## config.mk

```make
export PLATFORM = sky130hd
export DESIGN_NAME = mod_rx_frame_flat
export DESIGN_NICKNAME = d
export VERILOG_FILES = /design/src/rtl/mod_rx_frame_pkg.sv /design/src/rtl/mod_rx_frame_if.sv /design/src/rtl/mod_rx_fifo.sv /design/src/rtl/mod_rx_frame.sv /design/src/flat_wrapper.sv
export SDC_FILE = /design/constraint.sdc
export NUM_CORES = 1
export LEC_CHECK = 0
export BUFFER_PORTS_ARGS = -buffer_cell sky130_fd_sc_hd__clkbuf_2
export CORE_UTILIZATION = 25
export CTS_CLUSTER_DIAMETER = 40
export DETAILED_ROUTE_END_ITERATION = 7
export GPL_TIMING_DRIVEN = 1
export SLEW_MARGIN = 10
export SYNTH_ARGS = -nofsm -noshare
export SYNTH_HDL_FRONTEND = slang
export SYNTH_SLANG_ARGS = --single-unit
```

## constraint.sdc

```tcl
create_clock -name clk -period 3.29 [get_ports clk]
set_input_delay 0.1645 -clock clk [delete_from_list [all_inputs] [get_ports clk]]
set_output_delay 0.1645 -clock clk [all_outputs]
set_load 0.01 [all_outputs]
```

## src/rtl/mod_rx_frame_pkg.sv

```systemverilog
// mod_rx_frame_pkg: frame state encodings, default sync byte and FIFO entry layout.
package mod_rx_frame_pkg;
    typedef enum logic [1:0] {ST_IDLE, ST_LEN, ST_DATA, ST_CHK} state_t;
    localparam logic [7:0] SYNC_DEFAULT = 8'hA5;
    typedef struct packed {
        logic       last;
        logic [7:0] data;
    } entry_t;
endpackage

```

## src/rtl/mod_rx_frame_if.sv

```systemverilog
// mod_rx_frame_if: stream input plus valid/ready payload output of the frame receiver.
interface mod_rx_frame_if;
    logic       i_valid;
    logic [7:0] i_data;
    logic       o_valid;
    logic [7:0] o_data;
    logic       o_last;
    logic       i_ready;
    modport slave (input i_valid, i_data, i_ready, output o_valid, o_data, o_last);
    modport master(output i_valid, i_data, i_ready, input o_valid, o_data, o_last);
endinterface

```

## src/rtl/mod_rx_fifo.sv

```systemverilog
// mod_rx_fifo: first-word-fall-through FIFO of {last,data} entries with extra-MSB pointers.
module mod_rx_fifo
    import mod_rx_frame_pkg::*;
#(
    parameter int DEPTH = 16
) (
    input  logic   clk,
    input  logic   rst_x,
    input  logic   push,
    input  entry_t push_data,
    input  logic   pop,
    output entry_t pop_data,
    output logic   full,
    output logic   empty
);
    localparam int AW = $clog2(DEPTH);
    logic [AW:0] wptr, rptr;
    entry_t      mem [DEPTH];
    assign full     = (wptr[AW] != rptr[AW]) && (wptr[AW-1:0] == rptr[AW-1:0]);
    assign empty    = wptr == rptr;
    assign pop_data = mem[rptr[AW-1:0]];
    always_ff @(posedge clk or negedge rst_x) begin
        if (!rst_x) begin
            wptr <= '0;
            rptr <= '0;
        end else begin
            if (push && !full) wptr <= wptr + (AW+1)'(1);
            if (pop && !empty) rptr <= rptr + (AW+1)'(1);
        end
    end
    always_ff @(posedge clk) begin
        if (push && !full) mem[wptr[AW-1:0]] <= push_data;
    end
endmodule

```

## src/rtl/mod_rx_frame.sv

```systemverilog
// mod_rx_frame: deframes SYNC/LEN/PAYLOAD/CHK, buffers payload, pulses per-frame status.
// Define MOD_RX_STAT_EN to enable the saturating o_err_cnt counter.
module mod_rx_frame
    import mod_rx_frame_pkg::*;
#(
    parameter int         P_DEPTH = 16,
    parameter logic [7:0] P_SYNC  = SYNC_DEFAULT
) (
    input  logic           clk,
    input  logic           rst_x,
    mod_rx_frame_if.slave  bus,
    output logic           o_frame_ok,
    output logic           o_frame_err,
    output logic [7:0]     o_err_cnt
);
    state_t     state, next_state;
    logic [7:0] cnt, sum;
    logic       ovf, full, empty, push, pop, chk_ok;
    entry_t     push_entry, pop_entry;
    always_ff @(posedge clk or negedge rst_x) begin
        if (!rst_x) state <= ST_IDLE;
        else        state <= next_state;
    end
    always_comb begin
        next_state = state;
        if (bus.i_valid) begin
            case (state)
                ST_IDLE: next_state = (bus.i_data == P_SYNC) ? ST_LEN : ST_IDLE;
                ST_LEN:  next_state = (bus.i_data == 8'd0) ? ST_CHK : ST_DATA;
                ST_DATA: next_state = (cnt == 8'd1) ? ST_CHK : ST_DATA;
                default: next_state = ST_IDLE;
            endcase
        end
    end
    always_comb begin
        push       = bus.i_valid && state == ST_DATA && !full;
        push_entry = '{last: cnt == 8'd1, data: bus.i_data};
        chk_ok     = (bus.i_data == sum) && !ovf;
    end
    // Full FIFO drops the byte but the frame keeps counting; ovf forces an error at CHK.
    always_ff @(posedge clk or negedge rst_x) begin
        if (!rst_x) begin
            cnt         <= '0;
            sum         <= '0;
            ovf         <= 1'b0;
            o_frame_ok  <= 1'b0;
            o_frame_err <= 1'b0;
        end else begin
            o_frame_ok  <= 1'b0;
            o_frame_err <= 1'b0;
            if (bus.i_valid) begin
                case (state)
                    ST_LEN: begin
                        cnt <= bus.i_data;
                        sum <= bus.i_data;
                    end
                    ST_DATA: begin
                        sum <= sum + bus.i_data;
                        cnt <= cnt - 8'd1;
                        if (full) ovf <= 1'b1;
                    end
                    ST_CHK: begin
                        o_frame_ok  <= chk_ok;
                        o_frame_err <= !chk_ok;
                        ovf         <= 1'b0;
                    end
                    default: ;
                endcase
            end
        end
    end
    assign pop         = bus.o_valid && bus.i_ready;
    assign bus.o_valid = !empty;
    assign bus.o_data  = pop_entry.data;
    assign bus.o_last  = pop_entry.last;
    mod_rx_fifo #(.DEPTH(P_DEPTH)) u_fifo (
        .clk       (clk),
        .rst_x     (rst_x),
        .push      (push),
        .push_data (push_entry),
        .pop       (pop),
        .pop_data  (pop_entry),
        .full      (full),
        .empty     (empty)
    );
`ifdef MOD_RX_STAT_EN
    logic [7:0] err_cnt;
    always_ff @(posedge clk or negedge rst_x) begin
        if (!rst_x)                              err_cnt <= '0;
        else if (o_frame_err && err_cnt != 8'hFF) err_cnt <= err_cnt + 8'd1;
    end
    assign o_err_cnt = err_cnt;
`else
    assign o_err_cnt = 8'h00;
`endif
endmodule
```

## src/flat_wrapper.sv

```systemverilog
// flat-port wrapper written by rule: the top's interface ports become plain ports
module mod_rx_frame_flat import mod_rx_frame_pkg::*;
#(
    parameter int         P_DEPTH = 16,
    parameter logic [7:0] P_SYNC  = SYNC_DEFAULT
)
  (clk, rst_x, o_frame_ok, o_frame_err, o_err_cnt, bus_i_valid, bus_i_data, bus_i_ready, bus_o_valid, bus_o_data, bus_o_last);
  mod_rx_frame_if bus_i ();
  input  logic clk;
  input  logic rst_x;
  output logic o_frame_ok;
  output logic o_frame_err;
  output logic [7:0] o_err_cnt;
  input wire logic [$bits(bus_i.i_valid)-1:0] bus_i_valid;
  input wire logic [$bits(bus_i.i_data)-1:0] bus_i_data;
  input wire logic [$bits(bus_i.i_ready)-1:0] bus_i_ready;
  output wire logic [$bits(bus_i.o_valid)-1:0] bus_o_valid;
  output wire logic [$bits(bus_i.o_data)-1:0] bus_o_data;
  output wire logic [$bits(bus_i.o_last)-1:0] bus_o_last;
  assign bus_i.i_valid = bus_i_valid;
  assign bus_i.i_data = bus_i_data;
  assign bus_i.i_ready = bus_i_ready;
  assign bus_o_valid = bus_i.o_valid;
  assign bus_o_data = bus_i.o_data;
  assign bus_o_last = bus_i.o_last;
  mod_rx_frame #(.P_DEPTH(P_DEPTH), .P_SYNC(P_SYNC)) u_core (.clk(clk), .rst_x(rst_x), .bus(bus_i), .o_frame_ok(o_frame_ok), .o_frame_err(o_frame_err), .o_err_cnt(o_err_cnt));
endmodule
```

# Word level (Yosys, flattened, before mapping)
# Memories as Yosys holds them, arrays and structs flattened.
# Index checks and enable logic that the tools add are counted.
# op_classes
addsub	4
n_eq_ne	10
muxes	14
n_reduce_logical	17
# op_table
operator	count
one-hot mux 8 bit (2 select lines)	2
adder 5 x 1 -> 5 bit, second input constant	2
2-to-1 mux 1 bit	10
adder 8 bit	1
equality test 8 x 1 -> 1 bit, second input constant	1
equality test 8 bit	1
equality test 8 bit, second input constant	1
zero test 8 bit	1
subtractor 8 x 1 -> 8 bit, second input constant	1
logical AND 1 bit	7
one-hot mux 2 bit (3 select lines)	1
equality test 5 bit	1
equality test 2 bit, second input constant	2
equality test 4 bit	1
zero test 1 bit	4
nonzero test 2 bit	2
AND reduction 3 bit	1
equality test 2 x 1 -> 1 bit, second input constant	1
zero test 2 bit	1
!= test 2 x 1 -> 1 bit, second input constant	1
one-hot mux 1 bit (2 select lines)	1
AND reduction 2 bit	1
!= test 1 bit	1
# word_totals
regBits	31
ramBits	144
in_bits	12
output_inout_bits	20
word_cells	54
mem_count	1
# memory_table
name	words	width	rd	rd_ports_with_merged_regs	write_ports	line	text
u_core.u_fifo.mem	16	9	1	0	1	mod_rx_fifo.sv:18	entry_t mem [DEPTH];

# Longest topological paths before layout
# Gate-level depths: netlist of the first run.
# depth
ltp_word	7
ltp_mapped	8
depth_no_buf	8

# By module
# From an unflattened synthesis of the first run, not the netlist that was laid out.
# hier_totals
hier_cells	497
hier_area_um2	7826.3
# by_module_without_submodules
mod	n_inst	cells_each	area_per_inst_um2	seq_area_each_um2
mod_rx_fifo	1	307	6239.7	4574.4
mod_rx_frame	1	190	1586.5	525.5

# Worst setup path before layout of the first run
# Ideal clock, no wire load.
# synth_path
path_kind	reg-to-reg
startpoint	register u_core.state[0]
endpoint	memory u_core.u_fifo.mem[3][0] (netlist name) (enable)
setup_ns	0.387
t_arrival_ns	1.970
required_time_ns	2.903
setup_slack_ns	0.934
stages_incl_launch_ff	9
n_path_buf	2
period_less_slack_ns	2.356
path_cell_list	dfrtp_1 inv_1 ha_1 clkbuf_1 nand2_1 a21oi_1 buf_2 nand2_1 nor3_1
# synth_between
elab_chain_cells	6
# synth_rtl
item	line	text
start: declaration	mod_rx_frame.sv:16	state_t state, next_state;
start signal: assignment	mod_rx_frame.sv:22	else state <= next_state;
equality test 2 bit	mod_rx_frame.sv:36	push = bus.i_valid && state == ST_DATA && !full;
logical AND 1 bit (2 in series)	mod_rx_frame.sv:36	
logical AND 1 bit	mod_rx_fifo.sv:32	if (push && !full) mem[wptr[AW-1:0]] <= push_data;
2-to-1 mux 1 bit	mod_rx_fifo.sv:32	
2-to-1 mux 1 bit (implied by the code)	mod_rx_fifo.sv:32	
end: declaration	mod_rx_fifo.sv:18	
# Every way passes these cells.

# Worst setup path after layout of the first run
# layout_path
startpoint	register u_core.u_fifo.rptr[0]
endpoint	output bus_o_data[6]
# layout_between
elab_chain_cells	1
# layout_rtl
item	line	text
start: declaration	mod_rx_fifo.sv:17	logic [AW:0] wptr, rptr;
start signal: assignment	mod_rx_fifo.sv:28	if (pop && !empty) rptr <= rptr + (AW+1)'(1);
memory (16 x 9 bit)	n/a	
end: declaration	flat_wrapper.sv:18	output wire logic [$bits(bus_i.o_data)-1:0] bus_o_data;
# Every way passes these cells.

==> out/summary.txt, run 1 <==
Status - completed
Clock Tree Root - clkbuf_16
Initial Util - 0.257
Leakage power - 3.08 nW
Die Height - 177 um
Post-Syn Instances - 453
Core Footprint - 30,000 sq um
Hold Vio Cnt, Final - 0
Num rows - 63
Wirelength per Cell - 19.4 um
Synth warnings - 0
Setup bufs post-CTS - 0
Post-synth EDFFs - 144
CTS tree - yes
Avg Inst Size Synth - 17.0 sq um
WL met3 - 1.04 mm
Post-synthesis sequential area ratio - 0.663
Share of post-route cells with drive strength above 1 - 0.214
HP Class - in2reg
Final setup vio count - 0
IO buf count - 23
Initial antenna violation count - 0
DR top layer - met4
Count leader, synth - edfxtp_1
Crit path max fanout - 19
Pins Over Slew Limit - 0
ANT nets after route - 0
Initial DRC Count - 396
RSZ-0062 raised after global routing - no
Final core occ - 0.294
Vias - 4,177
M1 WL - 6.89 mm
Placer Congestion - 0.804
Clock slew at reported path FFs - 70 ps
Worst path slowest cell - dfrtp_2
CP Capture Type - primary output
Async SR Flop Fraction - 0.177
Nets@finish - 515
Top_reg_cell synth - edfxtp_1
Vias in the first global route - 4,421
Setup CP Type - reg2out
CP delay by family, top - multiplexers
Pre-Repair DR Iteration Count - 7
P&R area growth vs syn - 14.6%
Synthesized flop and latch total - 175
Vias per cell - 4.71
Yosys top cell area share - 0.562
CP max stage delay - 740 ps
Cell Area, Synth - 7690 sq um
H-tree depth - 4
Filler Cell Count - 2,945
CP cell instances - buf_4 > mux4_1 > mux4_2 > clkbuf_2
Highest clock rate - 0.345 GHz
Critical Path RT - 3130 ps
# Max-Cap Violations - 0
Routed WL - 17.2 mm
DR WL met2 - 8.92 mm
First-pass GRT wire length - 26.2 mm
Leading area contributor after synthesis - edfxtp_1
Pin count of the biggest net entering global routing - 32
Die W - 177 um
# hold bufs at CTS - 1
Buffer and inverter count on the worst path - 2
Post-DP HPWL - 11.1 mm
Worst-Skew Late Latency - 430 ps
Clk sinks - 175
Most common library cells after synthesis - 144 x edfxtp_1, 37 x mux4_2, 31 x dfrtp_1
Max transition margin - 0.411
Clk_skew - 10.1 ps
Distinct cells, synth - 47
All-Layer GR Usage - 0.115
Die area - 31,500 sq um
Longest Clk Path Bufs - 2
Post-Route Hold Slack - 41.2 ps
Worst VDD drop - 0.342 mV
Post-route DRC - 0
Diodes inserted - 0
Total CTS buffers - 17
Worst Tran Pin Value - 884 ps
Power per standard cell area - 796 nW/um^2
Ports - 32
Top post-synthesis cells by area - edfxtp_1 56%, mux4_2 11%, dfrtp_1 10%
Final Cycle Share - 0.882
Setup crit start kind - flip-flop
Gr ovfl total - 0
PostCTS Resize Cnt - 0
Worst Path Arrival - 2740 ps
Final worst path period need - 2900 ps
TNS Setup - 0 ps
worst register-to-register path: stages, from the launching register on:
cell and delay [ps]:
dfrtp_2 740, xor2_1 240, nor4_2 90, a21oi_1 150, buf_4 210, and3_1 640
cell type report:
type	instances	area [sq um]	area share
flip-flops and latches	175	5100	0.579
multi-input cells	245	2400	0.272
well taps	390	488	0.0553
clock buffers	19	443	0.0502
repair buffers	35	208	0.0236
clock inverters	13	146	0.0166
inverters	9	33.8	0.00383
cell usage in the layout, fill, tap and decap left out, types with 5 or more instances in the layout:
master	instances
edfxtp_1	144
mux4_2	37
nand2_1	30
dfrtp_1	30
clkbuf_2	23
ha_1	19
clkbuf_16	17
and3_1	16
o21ai_0	16
mux2i_1	11
buf_4	11
a21oi_1	10
xnor2_1	10
nand3_1	10
inv_1	9
mux4_1	8
o22ai_1	8
conb_1	8
nor2_1	7
xor2_1	6
nor4_1	5
registers in the layout, summed over array words and instances (netlist names), 2 cells and up:
signal and count:
u_core.cnt 8, u_core.state 2, u_core.sum 8, u_core.u_fifo.wptr 5, u_core.u_fifo.rptr 5, u_core.u_fifo.mem 144
metrics by stage:
step                      power, mW  cells  setup slack (ps)  area [sq um]
after floorplan                4.52    460               934          7720
after global placement         4.97    853               824          8220
after detailed placement       5.09    853               775          8220
after CTS                      7.07    886               309          8820
after global routing           7.35    886               248          8820
final                          7.02    886               390          8820
logic make-up after synthesis:
group           count (synthesis)  share of synthesized area
flops                         175                      0.663
other cells                     1                   0.000487
mux                            57                      0.151
compound gates                 50                     0.0397
xor+xnor                       16                     0.0182
fa+ha+maj                      20                     0.0335
buf+inv                        40                     0.0298
simple gates                   94                     0.0641
worst paths after layout:
kind | from | endpoint | slack (ps) | cells past startpoint
max | u_core.u_fifo.rptr[0]$_DFFE_PN0P_ | bus_o_data[6] | 390 | 4
min | bus_i_valid | u_core.state[0]$_DFFE_PN0P_ | 40 | 2
max reg2reg | u_core.u_fifo.rptr[0]$_DFFE_PN0P_ | u_core.u_fifo.mem[0][7]$_DFFE_PP_ | 840 | 5
min reg2reg | u_core.sum[0]$_DFFE_PN0P_ | u_core.sum[0]$_DFFE_PN0P_ | 490 | 2
max in group asynchronous | rst_x | u_core.u_fifo.rptr[0]$_DFFE_PN0P_ | 2300 | 2
min in group asynchronous | rst_x | u_core.o_frame_ok$_DFF_PN0_ | 400 | 2
layer usage:
metal / global-route usage / vias to the layer above
met2: 0.199 / 150
met4: 0.0402 / 0
li1: - / 1836
met5: 0 / -
met1: 0.136 / 2170
met3: 0.0306 / 21
report_power, final:
group          total [mW]  switching (mW)  internal (mW)  leakage, nW
registers            2.89           0.279           2.61         1.69
logic                2.14            1.07           1.06         1.12
clock network        1.99           0.897           1.10        0.280
total                7.02            2.25           4.77         3.08
Power figures use the tool's default switching activity.
==> inputs of run 2 (changes only) <==
==> constraint.sdc (replaced) <==
create_clock -name clk -period 3 [get_ports clk]
set_input_delay 0.15 -clock clk [delete_from_list [all_inputs] [get_ports clk]]
set_output_delay 0.15 -clock clk [all_outputs]
set_load 0.01 [all_outputs]
==> run 2 against run 1 <==
Net effect: setup slack got worse by 180 ps; largest cell class unchanged; die area unchanged; sequential cell count is the same.
==> out/summary.txt, run 2 (synthesis gave the netlist of run 1 again) <==
Initial antenna violation count - 0 (unchanged)
Final setup vio count - 0 (unchanged)
Die W - 177 um (unchanged)
Worst-Skew Late Latency - 430 ps (about the same)
R2R cell count - 5 (unchanged)
Clk sinks - 175 (unchanged)
Diodes inserted - 0 (unchanged)
Hold Vio Cnt, Final - 0 (unchanged)
Nets@finish - 516 (+0.19%)
CP max stage delay - 660 ps (-80 ps)
Pins Over Slew Limit - 0 (unchanged)
Num rows - 63 (unchanged)
Filler Cell Count - 2,920 (-0.85%)
Worst VDD drop - 0.568 mV (+66%)
ANT nets after route - 0 (unchanged)
Vias - 4,133 (-1.1%)
PostCTS Resize Cnt - 0 (unchanged)
Wirelength per Cell - 19.3 um (-0.37%)
Worst path slowest cell - dfrtp_2
Vias per cell - 4.66 (-1.2%)
Leakage power - 3.10 nW (+0.56%)
Storage element area - 5100 sq um (unchanged)
Worst hold path stage count - 3 (+1)
Hold_sp - bus_i_ready
Post-route DRC - 0 (unchanged)
CTS tree - yes
Design Power - 7.69 mW (+9.6%)
Initial DRC Count - 412 (+4.0%)
All-Layer GR Usage - 0.115 (-0.000255)
Core Footprint - 30,000 sq um (unchanged)
Pre-Repair DR Iteration Count - 4 (-3)
Total CTS buffers - 17 (unchanged)
Initial Util - 0.257 (unchanged)
RR Endpoint - u_core.u_fifo.mem[7][5]$_DFFE_PP_
Share of post-route cells with drive strength above 1 - 0.217 (+0.00359)
First-pass GRT wire length - 26.3 mm (+0.21%)
Worst Path Arrival - 2640 ps (-100 ps)
Non-Filler Instances - 887 (+0.11%)
Worst Tran Pin Value - 872 ps (-11.2 ps)
Status - completed
Setup crit start kind - flip-flop
Longest Clk Path Bufs - 2 (unchanged)
Routed WL - 17.1 mm (-0.26%)
Critical Path RT - 2850 ps (-280 ps)
Crit path max fanout - 27 (+8)
Power per standard cell area - 869 nW/um^2 (+9.3%)
Gr ovfl total - 0 (unchanged)
Max transition margin - 0.418 (+0.00747)
Max reg flops - 144 (unchanged)
Placer Congestion - 0.766 (-4.7%)
Ports - 32 (unchanged)
CP Capture Type - primary output
Most frequent cells in the layout - 144 x edfxtp_1, 37 x mux4_2, 30 x nand2_1, 30 x dfrtp_1, 23 x clkbuf_2
Pin count of the biggest net entering global routing - 32 (unchanged)
H-tree depth - 4 (unchanged)
Most common cell after layout, fill and taps aside - edfxtp_1
Hold Path Sink - u_core.u_fifo.rptr[3]$_DFFE_PN0P_
CP cell instances - buf_12 > mux4_1 > mux4_2 > clkbuf_2
Clock Tree Root - clkbuf_16
Die Height - 177 um (unchanged)
RSZ-0062 raised after global routing - no
Final Cycle Share - 0.929
IO buf count - 23 (unchanged)
# Max-Cap Violations - 0 (unchanged)
Die area - 31,500 sq um (unchanged)
Setup CP Type - reg2out
Flop2flop setup slack - 630 ps (-210 ps)
Worst r2r src - u_core.u_fifo.rptr[0]$_DFFE_PN0P_
Final worst path period need - 2790 ps
Post-DP HPWL - 11.1 mm (about the same)
P&R area growth vs syn - 14.9%
TNS Setup - 0 ps (unchanged)
Clock slew at reported path FFs - 70 ps (about the same)
Area of the multi-input gates - 2400 sq um (unchanged)
HP Class - in2reg
Highest clock rate - 0.359 GHz
Vias in the first global route - 4,315 (-2.4%)
Clk_skew - 12.3 ps (+2.19 ps)
Placed cells - 854 (+0.12%)
==> run 2: cell type report <==
cell class              count  area share
multi-input cells         245       0.271
repair buffers             36      0.0258
clock inverters            15      0.0188
flip-flops and latches    175       0.577
clock buffers              17      0.0481
well taps                 390      0.0552
inverters                   9     0.00382
==> run 2: critical path, delay by kind of cell (launching register included) <==
kind     cells  cell delay, ps
buf+inv      2             430
mux          2            1080
flops        1             660
==> run 2: power breakdown <==
| group | switching [mW] | internal (mW) | leakage (nW) | total, mW |
|---|---|---|---|---|
| clock | 1.05 | 1.12 | 0.287 | 2.17 |
| combinational | 1.22 | 1.19 | 1.12 | 2.40 |
| sequential | 0.254 | 2.86 | 1.69 | 3.11 |
==> run 2: stage by stage <==
step / instance area [sq um] / hold WS (ps) / util / worst slack (ps)
floorplan: 7720 / -146 / - / 644
global placement: 8240 / 289 / 0.275 / 611
detailed placement: 8240 / 305 / 0.275 / 621
CTS: 8840 / 9.24 / 0.295 / 157
global route: 8840 / 17.3 / 0.295 / 40.6
finish: 8840 / 20.6 / 0.295 / 212
==> run 2: worst max-delay path by stage <==
stage                                      start  slack [ps]                                 to
6_report       u_core.u_fifo.rptr[0]$_DFFE_PN0P_         210                      bus_o_data[4]
5_1_grt        u_core.u_fifo.rptr[0]$_DFFE_PN0P_          40                      bus_o_data[0]
4_1_cts        u_core.u_fifo.rptr[0]$_DFFE_PN0P_         160                      bus_o_data[0]
3_5_place_dp   u_core.u_fifo.rptr[0]$_DFFE_PN0P_         620                      bus_o_data[0]
3_3_place_gp   u_core.u_fifo.rptr[0]$_DFFE_PN0P_         610  u_core.u_fifo.mem[1][6]$_DFFE_PP_
2_1_floorplan        u_core.state[0]$_DFFE_PN0P_         640  u_core.u_fifo.mem[3][0]$_DFFE_PP_
==> run 2: what timing repair did <==
item,4_1_cts,5_1_grt
hold endpoints to repair,31,0
hold buffers,1,0
buffers inserted,0,0
==> run 2: routing by layer <==
layer | vias up | share of wire | GRT usage
met5 | - | 0 | 0
met4 | 0 | 0.015 | 0.0331
met3 | 17 | 0.053 | 0.0313
met2 | 130 | 0.50 | 0.193
met1 | 2143 | 0.43 | 0.143
li1 | 1843 | - | -
==> inputs of run 3 (changes only) <==
==> constraint.sdc (replaced) <==
create_clock -name clk -period 2.5 [get_ports clk]
set_input_delay 0.125 -clock clk [delete_from_list [all_inputs] [get_ports clk]]
set_output_delay 0.125 -clock clk [all_outputs]
set_load 0.01 [all_outputs]
==> run 3 against run 2 <==
Net effect: clock power up 18%; routed wire length shrank 1.6%; highest routed layer unchanged; sequential power increased by 19%; via count down 2.2%; register-to-register slack worse by 390 ps; clock-buffer cell count stayed put; utilization rose by 0.34 points; sequential share of layout area fell by 0.65 points; combinational power increased by 29%; non-clock buffer count rose by 7; cell count grew 0.79%; total power is 22% higher; critical endpoint is now bus_o_last.
==> out/summary.txt, run 3 (synthesis gave the netlist of run 1 again) <==
Status - completed
Final setup vio count - 0 (unchanged)
Worst-Skew Late Latency - 430 ps (about the same)
ANT nets after route - 0 (unchanged)
Hold Vio Cnt, Final - 0 (unchanged)
Final Cycle Share - 0.968
Clk sinks - 175 (unchanged)
Initial antenna violation count - 0 (unchanged)
Placer Congestion - 0.739 (-3.6%)
Area of the multi-input gates - 2390 sq um (-0.16%)
Pin count of the biggest net entering global routing - 40 (+25%)
Worst VDD drop - 0.503 mV (-11%)
Longest Clk Path Bufs - 2 (unchanged)
Wirelength per Cell - 18.8 um (-2.3%)
Worst path slowest cell - mux4_2
HP Class - in2reg
Leakage power - 3.15 nW (+1.6%)
TNS Setup - 0 ps (unchanged)
Crit path top cell by count - mux4_2
Non-Filler Instances - 894 (+0.79%)
Die W - 177 um (unchanged)
Design Area, Final - 8940 sq um (+1.1%)
Total CTS buffers - 17 (unchanged)
Num rows - 63 (unchanged)
Placed cells - 856 (+0.23%)
Clock Tree Root - clkbuf_16
RSZ-0062 raised after global routing - no
Placed Area - 8250 sq um (+0.18%)
Setup crit start kind - flip-flop
Worst Tran Pin Value - 823 ps (-49.0 ps)
Core Footprint - 30,000 sq um (unchanged)
First-pass GRT wire length - 25.6 mm (-2.7%)
P&R area growth vs syn - 16.2%
CTS tree - yes
Die Height - 177 um (unchanged)
Pre-Repair DR Iteration Count - 4 (unchanged)
Worst Path Arrival - 2290 ps (-350 ps)
Gr ovfl total - 0 (unchanged)
CP cell instances - buf_12 > clkbuf_16 > mux4_2 > mux4_2 > clkbuf_2
Die area - 31,500 sq um (unchanged)
Vias in the first global route - 4,341 (+0.60%)
Ports - 32 (unchanged)
Vias per cell - 4.52 (-2.9%)
Diodes inserted - 0 (unchanged)
Storage element area - 5100 sq um (unchanged)
Power per standard cell area - 1050 nW/um^2 (+21%)
Post-DP HPWL - 10.7 mm (-3.1%)
Clk_skew - 12.0 ps (-0.349 ps)
Vias - 4,044 (-2.2%)
Share of post-route cells with drive strength above 1 - 0.228 (+0.0109)
Routed WL - 16.8 mm (-1.6%)
Initial Util - 0.257 (unchanged)
CP Capture Type - primary output
Highest clock rate - 0.413 GHz
All-Layer GR Usage - 0.113 (-0.00197)
Most common cell after layout, fill and taps aside - edfxtp_1
Crit path max fanout - 8 (-70%)
Post-route DRC - 0 (unchanged)
Max reg flops - 144 (unchanged)
Flop2flop setup slack - 240 ps (-390 ps)
Nets@finish - 523 (+1.4%)
Most frequent cells in the layout - 144 x edfxtp_1, 38 x mux4_2, 30 x nand2_1, 30 x dfrtp_1, 23 x clkbuf_2
IO buf count - 23 (unchanged)
Filler Cell Count - 2,912 (-0.27%)
Initial DRC Count - 416 (+0.97%)
Setup CP Type - reg2out
Final worst path period need - 2420 ps
# Max-Cap Violations - 0 (unchanged)
Max transition margin - 0.451 (+0.0327)
CP max stage delay - 500 ps (-160 ps)
Critical Path RT - 2380 ps (-470 ps)
Clock slew at reported path FFs - 70 ps (about the same)
H-tree depth - 4 (unchanged)
Pins Over Slew Limit - 0 (unchanged)
==> run 3: metal layers <==
metal | track usage | wire length (um) | vias to the layer above
met5 | 0 | 0 | -
met4 | 0.0381 | 199 | 0
met3 | 0.0272 | 963 | 9
met2 | 0.196 | 8680 | 98
met1 | 0.136 | 7010 | 2082
li1 | - | - | 1855
==> run 3: per-stage QoR <==
stage,power (mW),util,worst slack [ps],hold slack (ps)
detailed placement,6.70,0.276,320,276
floorplan,5.94,-,144,-171
CTS,9.42,0.298,16.5,21.4
global placement,6.62,0.276,337,279
global route,9.86,0.298,9.52,59.1
finish,9.37,0.298,80.7,38.8
==> run 3: final timing paths <==
path,from,endpoint,cells after the start
hold / removal,bus_i_valid,u_core.state[0]$_DFFE_PN0P_,2
setup / recovery,u_core.u_fifo.rptr[0]$_DFFE_PN0P_,bus_o_last,5
min in group asynchronous,rst_x,u_core.u_fifo.wptr[4]$_DFFE_PN0P_,2
setup reg to reg,u_core.u_fifo.rptr[0]$_DFFE_PN0P_,u_core.u_fifo.mem[7][7]$_DFFE_PP_,6
hold reg to reg,u_core.sum[2]$_DFFE_PN0P_,u_core.sum[2]$_DFFE_PN0P_,2
max in group asynchronous,rst_x,u_core.u_fifo.rptr[0]$_DFFE_PN0P_,2
==> run 3: final cells by class <==
class                   count  area share
well taps                 390      0.0546
multi-input cells         245       0.268
flip-flops and latches    175       0.571
repair buffers             43      0.0376
inverters                   9     0.00378
clock buffers              17      0.0476
clock inverters            15      0.0182
==> run 3: worst max-delay path: cells and delay by family (launching register included) <==
family / cells / cell delay [ps]
mux: 2 / 980
flops: 1 / 430
buf+inv: 3 / 450
==> run 3: what timing repair did <==
item,4_1_cts,5_1_grt
pin swaps,0,0
endpoints found under the hold margin,32,0
endpoints found under the setup margin,9,8
buffers inserted,2,0
gates cloned,1,1
gates resized for setup,2,1
hold buffers,2,0
==> run 3: report_power, final <==
part	switching (mW)	internal, mW	leakage [nW]
clock network	1.23	1.34	0.285
registers	0.257	3.43	1.69
logic	1.55	1.55	1.18
total	3.04	6.33	3.15
